File: config.mk
export PLATFORM = sky130hd
export DESIGN_NAME = dram_port_arbiter_flat
export DESIGN_NICKNAME = d
export VERILOG_FILES = /design/src/rtl/dram_arb_pkg.sv /design/src/rtl/dram_port_arbiter_if.sv /design/src/rtl/arb_sat_counter.sv /design/src/rtl/dram_port_arbiter.sv /design/src/flat_wrapper.sv
export SDC_FILE = /design/constraint.sdc
export NUM_CORES = 1
export LEC_CHECK = 0
export ABC_AREA = 1
export ABC_CLOCK_PERIOD_IN_PS = 1600
export BUFFER_PORTS_ARGS = -buffer_cell sky130_fd_sc_hd__buf_2
export CORE_AREA = 2 2 102 104
export DETAILED_ROUTE_END_ITERATION = 16
export DIE_AREA = 0 0 104 106
export GPL_TIMING_DRIVEN = 0
export SLEW_MARGIN = 20
export SYNTH_ARGS = -nofsm -noshare
export SYNTH_HDL_FRONTEND = slang
export SYNTH_SLANG_ARGS = --single-unit
File: constraint.sdc
create_clock -name clk -period 1.6 [get_ports clk]
set_input_delay 0.32 -clock clk [delete_from_list [all_inputs] [get_ports clk]]
set_output_delay 0.32 -clock clk [all_outputs]
set_load 0.1 [all_outputs]
File: src/rtl/dram_arb_pkg.sv
// ============================================================================
// Module      : dram_arb_pkg
// Description : Shared types and constants for the DRAM port arbiter.
//               Defines the arbiter FSM state, the grant encoding and the
//               "no byte strobe" constant used to mark read accesses.
// Revision    : 1.0 - initial release
// ============================================================================
`default_nettype none

package dram_arb_pkg;

    // Arbiter FSM state: normal CPU-priority mode or forced DMA burst.
    typedef enum logic {
        S_CPU   = 1'b0,
        S_BURST = 1'b1
    } arb_state_t;

    // Which requester owns the DRAM port in the current cycle.
    typedef enum logic {
        GNT_CPU = 1'b0,
        GNT_DMA = 1'b1
    } arb_grant_t;

    // Byte write strobes of a read access.
    localparam logic [3:0] WSTRB_NONE = 4'b0000;

endpackage : dram_arb_pkg

`default_nettype wire

File: src/rtl/dram_port_arbiter_if.sv
// ============================================================================
// Module      : dram_port_arbiter_if
// Description : Bundle of the CPU MEM-stage port, the DMA request/response
//               port and the DRAM macro port around the arbiter.
//   slave  modport : arbiter side (services CPU/DMA requests, drives DRAM)
//   master modport : environment side (CPU, DMA engine and DRAM macro)
//   CPU : cpu_req, cpu_we[3:0], cpu_addr, cpu_wdata -> cpu_rdata, cpu_stall
//   DMA : dma_valid, dma_we[3:0], dma_addr, dma_wdata
//         -> dma_ready, dma_rvalid, dma_rdata
//   DRAM: dram_a, dram_we[3:0], dram_din -> dram_spo (registered read data)
// Revision    : 1.0 - initial release
// ============================================================================
`default_nettype none

interface dram_port_arbiter_if #(
    parameter int ADDR_WIDTH = 16
) ();

    // CPU MEM-stage port
    logic                  cpu_req;
    logic [3:0]            cpu_we;
    logic [ADDR_WIDTH-1:0] cpu_addr;
    logic [31:0]           cpu_wdata;
    logic [31:0]           cpu_rdata;
    logic                  cpu_stall;

    // DMA / loader port
    logic                  dma_valid;
    logic                  dma_ready;
    logic [3:0]            dma_we;
    logic [ADDR_WIDTH-1:0] dma_addr;
    logic [31:0]           dma_wdata;
    logic                  dma_rvalid;
    logic [31:0]           dma_rdata;

    // DRAM macro port
    logic [ADDR_WIDTH-1:0] dram_a;
    logic [3:0]            dram_we;
    logic [31:0]           dram_din;
    logic [31:0]           dram_spo;

    modport slave (
        input  cpu_req, cpu_we, cpu_addr, cpu_wdata,
        output cpu_rdata, cpu_stall,
        input  dma_valid, dma_we, dma_addr, dma_wdata,
        output dma_ready, dma_rvalid, dma_rdata,
        output dram_a, dram_we, dram_din,
        input  dram_spo
    );

    modport master (
        output cpu_req, cpu_we, cpu_addr, cpu_wdata,
        input  cpu_rdata, cpu_stall,
        output dma_valid, dma_we, dma_addr, dma_wdata,
        input  dma_ready, dma_rvalid, dma_rdata,
        input  dram_a, dram_we, dram_din,
        output dram_spo
    );

endinterface : dram_port_arbiter_if

`default_nettype wire

File: src/rtl/arb_sat_counter.sv
// ============================================================================
// Module      : arb_sat_counter
// Description : Up-counter with synchronous clear and a terminal value MAX.
//               At MAX it either saturates (WRAP=0) or rolls over to zero
//               (WRAP=1). Clear has priority over increment.
//   clk, rst_n : clock, asynchronous active-low reset
//   inc, clr   : count enable, synchronous clear
//   cnt        : current count
//   at_max     : cnt == MAX
// Revision    : 1.0 - initial release
// ============================================================================
`default_nettype none

module arb_sat_counter #(
    parameter longint unsigned MAX   = 8,
    parameter int              WIDTH = (MAX > 0) ? $clog2(MAX + 1) : 1,
    parameter bit              WRAP  = 1'b0
) (
    input  wire logic             clk,
    input  wire logic             rst_n,
    input  wire logic             inc,
    input  wire logic             clr,
    output logic [WIDTH-1:0]      cnt,
    output logic                  at_max
);

    localparam logic [WIDTH-1:0] C_MAX = WIDTH'(MAX);

    logic [WIDTH-1:0] r_cnt;

    always_ff @(posedge clk or negedge rst_n) begin
        if (!rst_n) begin
            r_cnt <= '0;
        end else if (clr) begin
            r_cnt <= '0;
        end else if (inc) begin
            if (r_cnt == C_MAX) begin
                r_cnt <= WRAP ? '0 : C_MAX;
            end else begin
                r_cnt <= r_cnt + WIDTH'(1);
            end
        end
    end

    assign cnt    = r_cnt;
    assign at_max = (r_cnt == C_MAX);

endmodule : arb_sat_counter

`default_nettype wire

File: src/rtl/dram_port_arbiter.sv
// ============================================================================
// Module      : dram_port_arbiter
// Description : Shares the single synchronous DRAM port between the CPU MEM
//               stage (fixed priority) and a DMA/loader requester. A DMA
//               request refused MAX_WAIT times forces a DMA burst of up to
//               BURST_LEN beats, during which the CPU pipeline is stalled.
//   clk, rst_n : clock, asynchronous active-low reset
//   bus        : dram_port_arbiter_if.slave (CPU, DMA and DRAM ports)
//   perf_stall_cycles, perf_dma_beats : optional free-running counters,
//               present only when DRAM_ARB_PERF_CNT_EN is defined
// Revision    : 1.0 - initial release
// ============================================================================
`default_nettype none

module dram_port_arbiter
    import dram_arb_pkg::*;
#(
    parameter int ADDR_WIDTH = 16,
    parameter int MAX_WAIT   = 8,
    parameter int BURST_LEN  = 4
) (
    input  wire logic            clk,
    input  wire logic            rst_n,
    dram_port_arbiter_if.slave   bus
`ifdef DRAM_ARB_PERF_CNT_EN
    ,
    output logic [31:0]          perf_stall_cycles,
    output logic [31:0]          perf_dma_beats
`endif
);

    localparam int WAIT_W = $clog2(MAX_WAIT + 1);
    // A one-beat burst never leaves S_CPU, but beat_cnt still needs a bit.
    localparam int BEAT_W = (BURST_LEN > 1) ? $clog2(BURST_LEN) : 1;
    localparam bit C_HAS_BURST = (BURST_LEN > 1);
    // The entry beat is taken in S_CPU, so the burst ends on the beat seen
    // with beat_cnt == BURST_LEN-2.
    localparam logic [BEAT_W-1:0] C_BEAT_LAST =
        (BURST_LEN > 1) ? BEAT_W'(BURST_LEN - 2) : '0;

    arb_state_t          r_state;
    logic [BEAT_W-1:0]   r_beat_cnt;
    logic                r_dma_rvalid;

    logic [WAIT_W-1:0]   w_wait_cnt;
    logic                w_wait_at_max;
    logic                w_force;
    arb_grant_t          w_gnt;
    logic                w_dma_ready;
    logic                w_hs;
    logic                w_cpu_stall;
    logic [ADDR_WIDTH-1:0] w_dram_a;
    logic [3:0]          w_dram_we;
    logic [31:0]         w_dram_din;

    // ------------------------------------------------------------------
    // Grant: combinational from state, requests and the wait counter.
    // ------------------------------------------------------------------
    always_comb begin
        w_force = (r_state == S_CPU) && w_wait_at_max && bus.dma_valid;
        w_gnt   = GNT_DMA;
        if (r_state == S_CPU && !w_force && bus.cpu_req) begin
            w_gnt = GNT_CPU;
        end
    end

    assign w_dma_ready = (w_gnt == GNT_DMA);
    assign w_hs        = bus.dma_valid && w_dma_ready;
    // Whenever DMA owns the port a waiting CPU access cannot proceed.
    assign w_cpu_stall = bus.cpu_req && (w_gnt == GNT_DMA);

    // ------------------------------------------------------------------
    // Starvation counter: counts refused DMA cycles, cleared by any DMA
    // handshake (which includes the forced entry beat).
    // ------------------------------------------------------------------
    arb_sat_counter #(
        .MAX   (MAX_WAIT),
        .WIDTH (WAIT_W),
        .WRAP  (1'b0)
    ) u_wait_cnt (
        .clk    (clk),
        .rst_n  (rst_n),
        .inc    (bus.dma_valid && !w_dma_ready),
        .clr    (w_hs),
        .cnt    (w_wait_cnt),
        .at_max (w_wait_at_max)
    );

    // ------------------------------------------------------------------
    // Port mux. An idle DMA grant parks the address on dma_addr but never
    // writes.
    // ------------------------------------------------------------------
    always_comb begin
        w_dram_a   = bus.dma_addr;
        w_dram_we  = WSTRB_NONE;
        w_dram_din = '0;
        if (w_gnt == GNT_CPU) begin
            w_dram_a   = bus.cpu_addr;
            w_dram_we  = bus.cpu_we;
            w_dram_din = bus.cpu_wdata;
        end else if (bus.dma_valid) begin
            w_dram_we  = bus.dma_we;
            w_dram_din = bus.dma_wdata;
        end
    end

    // ------------------------------------------------------------------
    // FSM with burst beat counter and registered DMA read-valid.
    // ------------------------------------------------------------------
    always_ff @(posedge clk or negedge rst_n) begin
        if (!rst_n) begin
            r_state      <= S_CPU;
            r_beat_cnt   <= '0;
            r_dma_rvalid <= 1'b0;
        end else begin
            r_dma_rvalid <= w_hs && (bus.dma_we == WSTRB_NONE);
            case (r_state)
                S_CPU: begin
                    if (w_force && C_HAS_BURST) begin
                        r_state    <= S_BURST;
                        r_beat_cnt <= '0;
                    end
                end
                S_BURST: begin
                    if (!bus.dma_valid || (r_beat_cnt == C_BEAT_LAST)) begin
                        r_state    <= S_CPU;
                        r_beat_cnt <= '0;
                    end else begin
                        r_beat_cnt <= r_beat_cnt + BEAT_W'(1);
                    end
                end
                default: begin
                    r_state    <= S_CPU;
                    r_beat_cnt <= '0;
                end
            endcase
        end
    end

    assign bus.dram_a     = w_dram_a;
    assign bus.dram_we    = w_dram_we;
    assign bus.dram_din   = w_dram_din;
    assign bus.dma_ready  = w_dma_ready;
    assign bus.cpu_stall  = w_cpu_stall;
    assign bus.dma_rvalid = r_dma_rvalid;
    assign bus.dma_rdata  = bus.dram_spo;
    assign bus.cpu_rdata  = bus.dram_spo;

    // ------------------------------------------------------------------
    // Optional performance counters (free-running, wrap at 2^32).
    // ------------------------------------------------------------------
`ifdef DRAM_ARB_PERF_CNT_EN
    logic w_unused_stall_wrap;
    logic w_unused_beats_wrap;

    arb_sat_counter #(
        .MAX   (64'hFFFF_FFFF),
        .WIDTH (32),
        .WRAP  (1'b1)
    ) u_perf_stall (
        .clk    (clk),
        .rst_n  (rst_n),
        .inc    (w_cpu_stall),
        .clr    (1'b0),
        .cnt    (perf_stall_cycles),
        .at_max (w_unused_stall_wrap)
    );

    arb_sat_counter #(
        .MAX   (64'hFFFF_FFFF),
        .WIDTH (32),
        .WRAP  (1'b1)
    ) u_perf_beats (
        .clk    (clk),
        .rst_n  (rst_n),
        .inc    (w_hs),
        .clr    (1'b0),
        .cnt    (perf_dma_beats),
        .at_max (w_unused_beats_wrap)
    );
`endif

    // ------------------------------------------------------------------
    // DMA protocol: a refused request keeps its payload stable.
    // ------------------------------------------------------------------
    a_dma_hold : assert property (
        @(posedge clk) disable iff (!rst_n)
        (bus.dma_valid && !w_dma_ready) |=>
            (!bus.dma_valid || ($stable(bus.dma_we) && $stable(bus.dma_addr)
                                && $stable(bus.dma_wdata)))
    );

    a_wait_bound : assert property (
        @(posedge clk) disable iff (!rst_n)
        w_wait_cnt <= WAIT_W'(MAX_WAIT)
    );

endmodule : dram_port_arbiter

`default_nettype wire

File: src/flat_wrapper.sv
// flat-port wrapper written by rule: the top's interface ports become plain ports
module dram_port_arbiter_flat import dram_arb_pkg::*;
#(
    parameter int ADDR_WIDTH = 16,
    parameter int MAX_WAIT   = 8,
    parameter int BURST_LEN  = 4
)
  (clk, rst_n, bus_cpu_req, bus_cpu_we, bus_cpu_addr, bus_cpu_wdata, bus_cpu_rdata, bus_cpu_stall, bus_dma_valid, bus_dma_we, bus_dma_addr, bus_dma_wdata, bus_dma_ready, bus_dma_rvalid, bus_dma_rdata, bus_dram_a, bus_dram_we, bus_dram_din, bus_dram_spo);
  dram_port_arbiter_if #(.ADDR_WIDTH(ADDR_WIDTH)) bus_i ();
  input  wire logic clk;
  input  wire logic rst_n;
  input wire logic [$bits(bus_i.cpu_req)-1:0] bus_cpu_req;
  input wire logic [$bits(bus_i.cpu_we)-1:0] bus_cpu_we;
  input wire logic [$bits(bus_i.cpu_addr)-1:0] bus_cpu_addr;
  input wire logic [$bits(bus_i.cpu_wdata)-1:0] bus_cpu_wdata;
  output wire logic [$bits(bus_i.cpu_rdata)-1:0] bus_cpu_rdata;
  output wire logic [$bits(bus_i.cpu_stall)-1:0] bus_cpu_stall;
  input wire logic [$bits(bus_i.dma_valid)-1:0] bus_dma_valid;
  input wire logic [$bits(bus_i.dma_we)-1:0] bus_dma_we;
  input wire logic [$bits(bus_i.dma_addr)-1:0] bus_dma_addr;
  input wire logic [$bits(bus_i.dma_wdata)-1:0] bus_dma_wdata;
  output wire logic [$bits(bus_i.dma_ready)-1:0] bus_dma_ready;
  output wire logic [$bits(bus_i.dma_rvalid)-1:0] bus_dma_rvalid;
  output wire logic [$bits(bus_i.dma_rdata)-1:0] bus_dma_rdata;
  output wire logic [$bits(bus_i.dram_a)-1:0] bus_dram_a;
  output wire logic [$bits(bus_i.dram_we)-1:0] bus_dram_we;
  output wire logic [$bits(bus_i.dram_din)-1:0] bus_dram_din;
  input wire logic [$bits(bus_i.dram_spo)-1:0] bus_dram_spo;
  assign bus_i.cpu_req = bus_cpu_req;
  assign bus_i.cpu_we = bus_cpu_we;
  assign bus_i.cpu_addr = bus_cpu_addr;
  assign bus_i.cpu_wdata = bus_cpu_wdata;
  assign bus_cpu_rdata = bus_i.cpu_rdata;
  assign bus_cpu_stall = bus_i.cpu_stall;
  assign bus_i.dma_valid = bus_dma_valid;
  assign bus_i.dma_we = bus_dma_we;
  assign bus_i.dma_addr = bus_dma_addr;
  assign bus_i.dma_wdata = bus_dma_wdata;
  assign bus_dma_ready = bus_i.dma_ready;
  assign bus_dma_rvalid = bus_i.dma_rvalid;
  assign bus_dma_rdata = bus_i.dma_rdata;
  assign bus_dram_a = bus_i.dram_a;
  assign bus_dram_we = bus_i.dram_we;
  assign bus_dram_din = bus_i.dram_din;
  assign bus_i.dram_spo = bus_dram_spo;
  dram_port_arbiter #(.ADDR_WIDTH(ADDR_WIDTH), .MAX_WAIT(MAX_WAIT), .BURST_LEN(BURST_LEN)) u_core (.clk(clk), .rst_n(rst_n), .bus(bus_i));
endmodule
* Word level (Yosys, flattened, before mapping)
Cells that the tools add are included. W data, S select, Z words.
Word-level totals: register bits after elaboration 8, bits of input ports 140, output and inout bits 119, word-level logic and storage cells 38
Cells by class: $add $sub $neg 2, eq/ne operators 3, multiplexer cells 15, bitwise operators 1, reductions and logical operators 13
Operator list (number):
- $mux W32 | 2
- $mux W4 | 5
- $mux W16 | 1
- $logic_and A1 B1 Y1 | 8
- $add A4 B1 Y4 const B | 1
- $eq A4 B4 Y1 const B | 1
- $logic_not A4 Y1 | 1
- $mux W2 | 2
- $pmux W2 S2 | 1
- $mux W1 | 3
- $add A2 B1 Y2 const B | 1
- $eq A2 B2 Y1 const B | 1
- $logic_not A1 Y1 | 2
- $ne A2 B1 Y1 const B | 1
- $pmux W1 S2 | 1
- $reduce_bool A2 Y1 | 1
- $logic_or A1 B1 Y1 | 1
- $not A1 Y1 | 1

* Logic depth before layout (Yosys ltp)
word-level depth 9, depth in mapped cells 9

* Hierarchy
From an unflattened synthesis, not the netlist that was laid out.
Unflattened totals: cell total of the unflattened synthesis 375, area total of the unflattened synthesis 2043.2 um2
Modules (own cells, without submodules):
- dram_port_arbiter | instances 1, cells each 344, area an instance 1811.7 um2, sequential area each 100.1 um2
- arb_sat_counter | instances 1, cells each 31, area an instance 231.5 um2, sequential area each 100.1 um2

* Worst setup path after synthesis
OpenSTA, ideal clock, no wires.
path type reg-to-output, start point register u_core.u_wait_cnt.r_cnt[0] (netlist: u_core.u_wait_cnt.cnt[0]), end point output port bus_cpu_stall, arrival 3173 ps, data required time 1280 ps, setup slack -1893 ps, stages on the path, launching flop included 8, path buffers 1, cell sequence dfrtp_1 > inv_1 > ha_1 > nand2_1 > nor2_1 > nand2_1 > buf_4 > a21boi_0
Between the ends: longest elaborated chain between the ends 8
RTL lines:
- start: declaration | RTL line arb_sat_counter.sv:29 | logic [WIDTH-1:0] r_cnt;
- start signal: assignment | RTL line arb_sat_counter.sv:38 | r_cnt <= WRAP ? '0 : C_MAX;
- start signal: assignment | RTL line arb_sat_counter.sv:40 | r_cnt <= r_cnt + WIDTH'(1);
- $eq A4 B4 Y1 | RTL line arb_sat_counter.sv:46 | assign at_max = (r_cnt == C_MAX);
- $logic_and A1 B1 Y1 (2 in series) | RTL line dram_port_arbiter.sv:60 | w_force = (r_state == S_CPU) && w_wait_at_max && bus.dma_valid;
- $logic_not A1 Y1 | RTL line dram_port_arbiter.sv:62 | if (r_state == S_CPU && !w_force && bus.cpu_req) begin
- $logic_and A1 B1 Y1 (2 in series) | RTL line dram_port_arbiter.sv:62
- $mux W1 | RTL line dram_port_arbiter.sv:62
- $logic_and A1 B1 Y1 | RTL line dram_port_arbiter.sv:70 | assign w_cpu_stall = bus.cpu_req && (w_gnt == GNT_DMA);
- end: declaration | RTL line flat_wrapper.sv:17 | output wire logic [$bits(bus_i.cpu_stall)-1:0] bus_cpu_stall;
Every way passes these cells.

* Worst setup path after layout
start point register u_core.u_wait_cnt.r_cnt[0] (netlist: u_core.u_wait_cnt.cnt[0]), end point output port bus_dram_din[12]
Between the ends: longest elaborated chain between the ends 7
RTL lines:
- $eq A4 B4 Y1 | RTL line arb_sat_counter.sv:46
- $logic_and A1 B1 Y1 (2 in series) | RTL line dram_port_arbiter.sv:60
- $logic_not A1 Y1 | RTL line dram_port_arbiter.sv:62
- $logic_and A1 B1 Y1 (2 in series) | RTL line dram_port_arbiter.sv:62
- $mux W32 | RTL line dram_port_arbiter.sv:97 | if (w_gnt == GNT_CPU) begin
- end: declaration | RTL line flat_wrapper.sv:27 | output wire logic [$bits(bus_i.dram_din)-1:0] bus_dram_din;
Every way passes these cells.

==> impl_metrics.yaml <==
outcome:
  status: "finished, violations left"
  violations: "negative setup slack"
timing:
  timing.fmax_mhz: 454.7
  final-setup-viol-count: 54
  min_period_over_period: 1.375
  slew_violations: 0
  hold_viol_final: 0
  min_period_ps: 2199
  fin_setup_tns_ps: -29530
  rsz0062_at_grt: "true"
  skew_ps: 2.483
  layout_setup_ws_ps: -599.5
  relSlewSlack: 0.6662
  worst_slew_pin_slew_ps: 500.7
floorplan:
  pin_count: 259
  core-area_um2: 10000
  die-height_um: 106
  fp.dieArea_um2: 11020
  initial_core_util: 0.2035
  die_w_um: 104
  row_count: 37
drt:
  routedWlPerCell_um: 12.84
  first_pass_iters: 5
  vias: 3266
  routed_wl_mm: 9.671
  ant_nets: 0
  drt_iter0_drc: 100
  drc: 0
  avgViaCountPerCell: 4.337
synthesis:
  syn_nets: 516
  ys.flop_type: "dfrtp_1"
  syn_inst: 373
  synth_area_um2: 2034
  avgSynthCellArea_um2: 5.454
  ys_async_sr_fraction: 1.000
  ys_ff_latch: 8
  synth_top_area_cell: "nand2_1"
  synth_cell_types: 17
  synth_top_area_frac: 0.2841
  synth.top_cells.by_area: "nand2_1 (28%), buf_4 (25%), nand4_1 (17%), dfrtp_1 (9.8%), inv_1 (7.7%)"
  yosysSeqAreaShare: 0.09840
  yosysWarnings: 0
  yosys.cell_count.top_type: "nand2_1"
  synth_edf_count: 0
  synthTopCellsByCount: "nand2_1 (154), buf_4 (69), nand4_1 (54)"
run:
  max_cap_violations: 0
cts:
  cts_tree: "built"
  root_buffer: "clkbuf_8"
  cts_buffer_depth: 2
  cts_max_level: 1
  cts_buffers: 3
  cts_num_sinks: 8
  clk_latency_ps: 220
  clk_pin_slew_ps: 40
placed_design:
  place_hpwl_mm: 7.117
  post-place-ws_ps: -851.2
  port_buffers: 225
  dp.cells: 734
  routabilityCongestion: 0.8080
global_routing:
  grt_max_degree: 12
  grt-ovfl-total: 0
  grtUsageTotal: 0.1583
  first_global_vias: 3122
  antenna_found_initial: 0
  grt_pass1_wl_mm: 14.57
power_and_ir_drop:
  p_int_mw: 1.244
  power_density_nw_per_um2: 612.3
  seqPwrFrac: 0.070
  switching_share: 0.6165
  switchingPower_mw: 1.999
  peakVddDrop_v: 0.0003786
  p_clk_frac: 0.073
  p_leak_nw: 2.888
  pwr-share-comb: 0.857
  power_mw: 3.242
worst_setup_path:
  reg2reg_to: "u_core.r_beat_cnt[0]$_DFFE_PN0P_"
  arrival_ps: 1880
  rrSetupSlack_ps: 130
  worstPathRequired_ps: 1280
  cp_max_fo: 7
  rr_startpoint: "u_core.u_wait_cnt.cnt[0]$_DFFE_PN0P_"
  cp-end-kind: "output pin"
  start_kind: "flop"
  crit_type: "flop to output pin"
  r2r_cells: 9
finish:
  area_growth_pct: 160.3
  drive_above_1_share: 0.7018
  n_antenna_cell: 0
  final_util: 0.5295
  layout.cells.non_filler: 753
  fin_nets: 762
  fill_cells: 903
min_path:
  hold_class: "input port to flop"
  holdPathEnd: "u_core.bus.dma_rvalid$_DFF_PN0_"
  min-delay-start: "bus_dma_we[1]"
  whs_path_depth: 4
[routing by layer]
metal  share of wire  global-route usage  routed length, µm
met5               0                   0                  0
met4          0.0081             0.03475                 78
met3           0.079             0.02759                763
met2            0.55              0.3219               5303
met1            0.36              0.1681               3526
[cell type report]
cell class | count | area [µm²] | share of cell area
inverter | 43 | 161.4 | 0.03048
clock buffer | 3 | 41.29 | 0.007798
tap | 136 | 170.2 | 0.03214
buffer | 91 | 715.7 | 0.1352
sequential | 8 | 200.2 | 0.03781
timing repair buffer | 240 | 2069 | 0.3908
multi-input combinational | 232 | 1937 | 0.3658
[stage by stage]
step | hold slack, ps | instance area (µm²)
after global placement | 175.1 | 4068
final | 342.6 | 5295
after global routing | 382.1 | 5295
after floorplan | 24.41 | 2771
after detailed placement | 176.6 | 4068
after CTS | 345.8 | 5019
[timing repair]
action                                  CTS  global route
gates cloned                              2             3
endpoints found under the hold margin     8             0
hold buffers                              1             0
setup buffers                             7             4
endpoints found under the setup margin   54            56
pin swaps                                28            35
resized for setup                       229            56
[power by group through the flow]
| stage | clock [mW] | sequential, mW | combinational (mW) |
|---|---|---|---|
| after floorplan | 0 | 0.231 | 1.96 |
| after global placement | 0 | 0.231 | 2.30 |
| after detailed placement | 0 | 0.233 | 2.32 |
| after CTS | 0.246 | 0.225 | 2.71 |
| after global routing | 0.259 | 0.228 | 2.87 |
| final | 0.236 | 0.227 | 2.78 |
[worst max path at each step]
| stage | start | end | slack, ps |
|---|---|---|---|
| after CTS | u_core.u_wait_cnt.cnt[1]$_DFFE_PN0P_ | bus_dram_din[14] | -630 |
| after detailed placement | u_core.u_wait_cnt.cnt[0]$_DFFE_PN0P_ | bus_dram_din[28] | -850 |
| after floorplan | u_core.u_wait_cnt.cnt[0]$_DFFE_PN0P_ | bus_cpu_stall | -270 |
| after global routing | u_core.u_wait_cnt.cnt[0]$_DFFE_PN0P_ | bus_dram_din[12] | -670 |
| after global placement | u_core.u_wait_cnt.cnt[0]$_DFFE_PN0P_ | bus_dram_din[28] | -850 |
| final | u_core.u_wait_cnt.cnt[0]$_DFFE_PN0P_ | bus_dram_din[12] | -600 |
[cell families (layout without fill, tap and decap cells)]
kind of cell             count (synthesis)  after routing  share of synthesized area
AO/OA/AOI/OAI                            8              8                    0.02214
adder cells (fa/ha/maj)                  3              3                    0.01845
buffers and inverters                  134            377                     0.3819
flip-flops                               8              8                    0.09840
AND/OR/NAND/NOR                        220            221                     0.4791
[registers in the layout, indices dropped and copies added, names as in the netlist]
signal / cells
u_core.r_beat_cnt: 2
u_core.bus.dma_rvalid: 1
u_core.r_state: 1
u_core.u_wait_cnt.cnt: 4
[critical path, stage by stage, from the launching register on]
cell and delay [ps]:
dfrtp_1 380, inv_2 70, ha_4 170, nand2_4 70
nor2_4 40, nand2_4 130, buf_12 150, clkbuf_16 140
nand4_1 190, nand2_8 150, buf_12 170
[placed cells by master (no fill, tap or decap)]
| master | n |
|---|---|
| buf_2 | 176 |
| buf_4 | 75 |
| nand2_1 | 55 |
| nand4_1 | 54 |
| buf_12 | 48 |
| nand2_2 | 40 |
| inv_1 | 39 |
| nand2_8 | 32 |
| nand2_4 | 27 |
| buf_8 | 13 |
| dfrtp_1 | 8 |
| o21ai_0 | 6 |
| nor2_1 | 5 |
| buf_1 | 5 |
| buf_6 | 5 |
| inv_2 | 4 |
| clkbuf_1 | 4 |
| nand3_1 | 4 |
| clkbuf_8 | 3 |
| nand3_4 | 2 |
| ha_1 | 2 |
| clkbuf_16 | 2 |
| nor2_4 | 1 |
| clkbuf_4 | 1 |
| a21boi_4 | 1 |
| or2_2 | 1 |
| o21bai_1 | 1 |
| ha_4 | 1 |
| dlygate4sd3_1 | 1 |
| buf_16 | 1 |
Power figures use the tool's default switching activity.
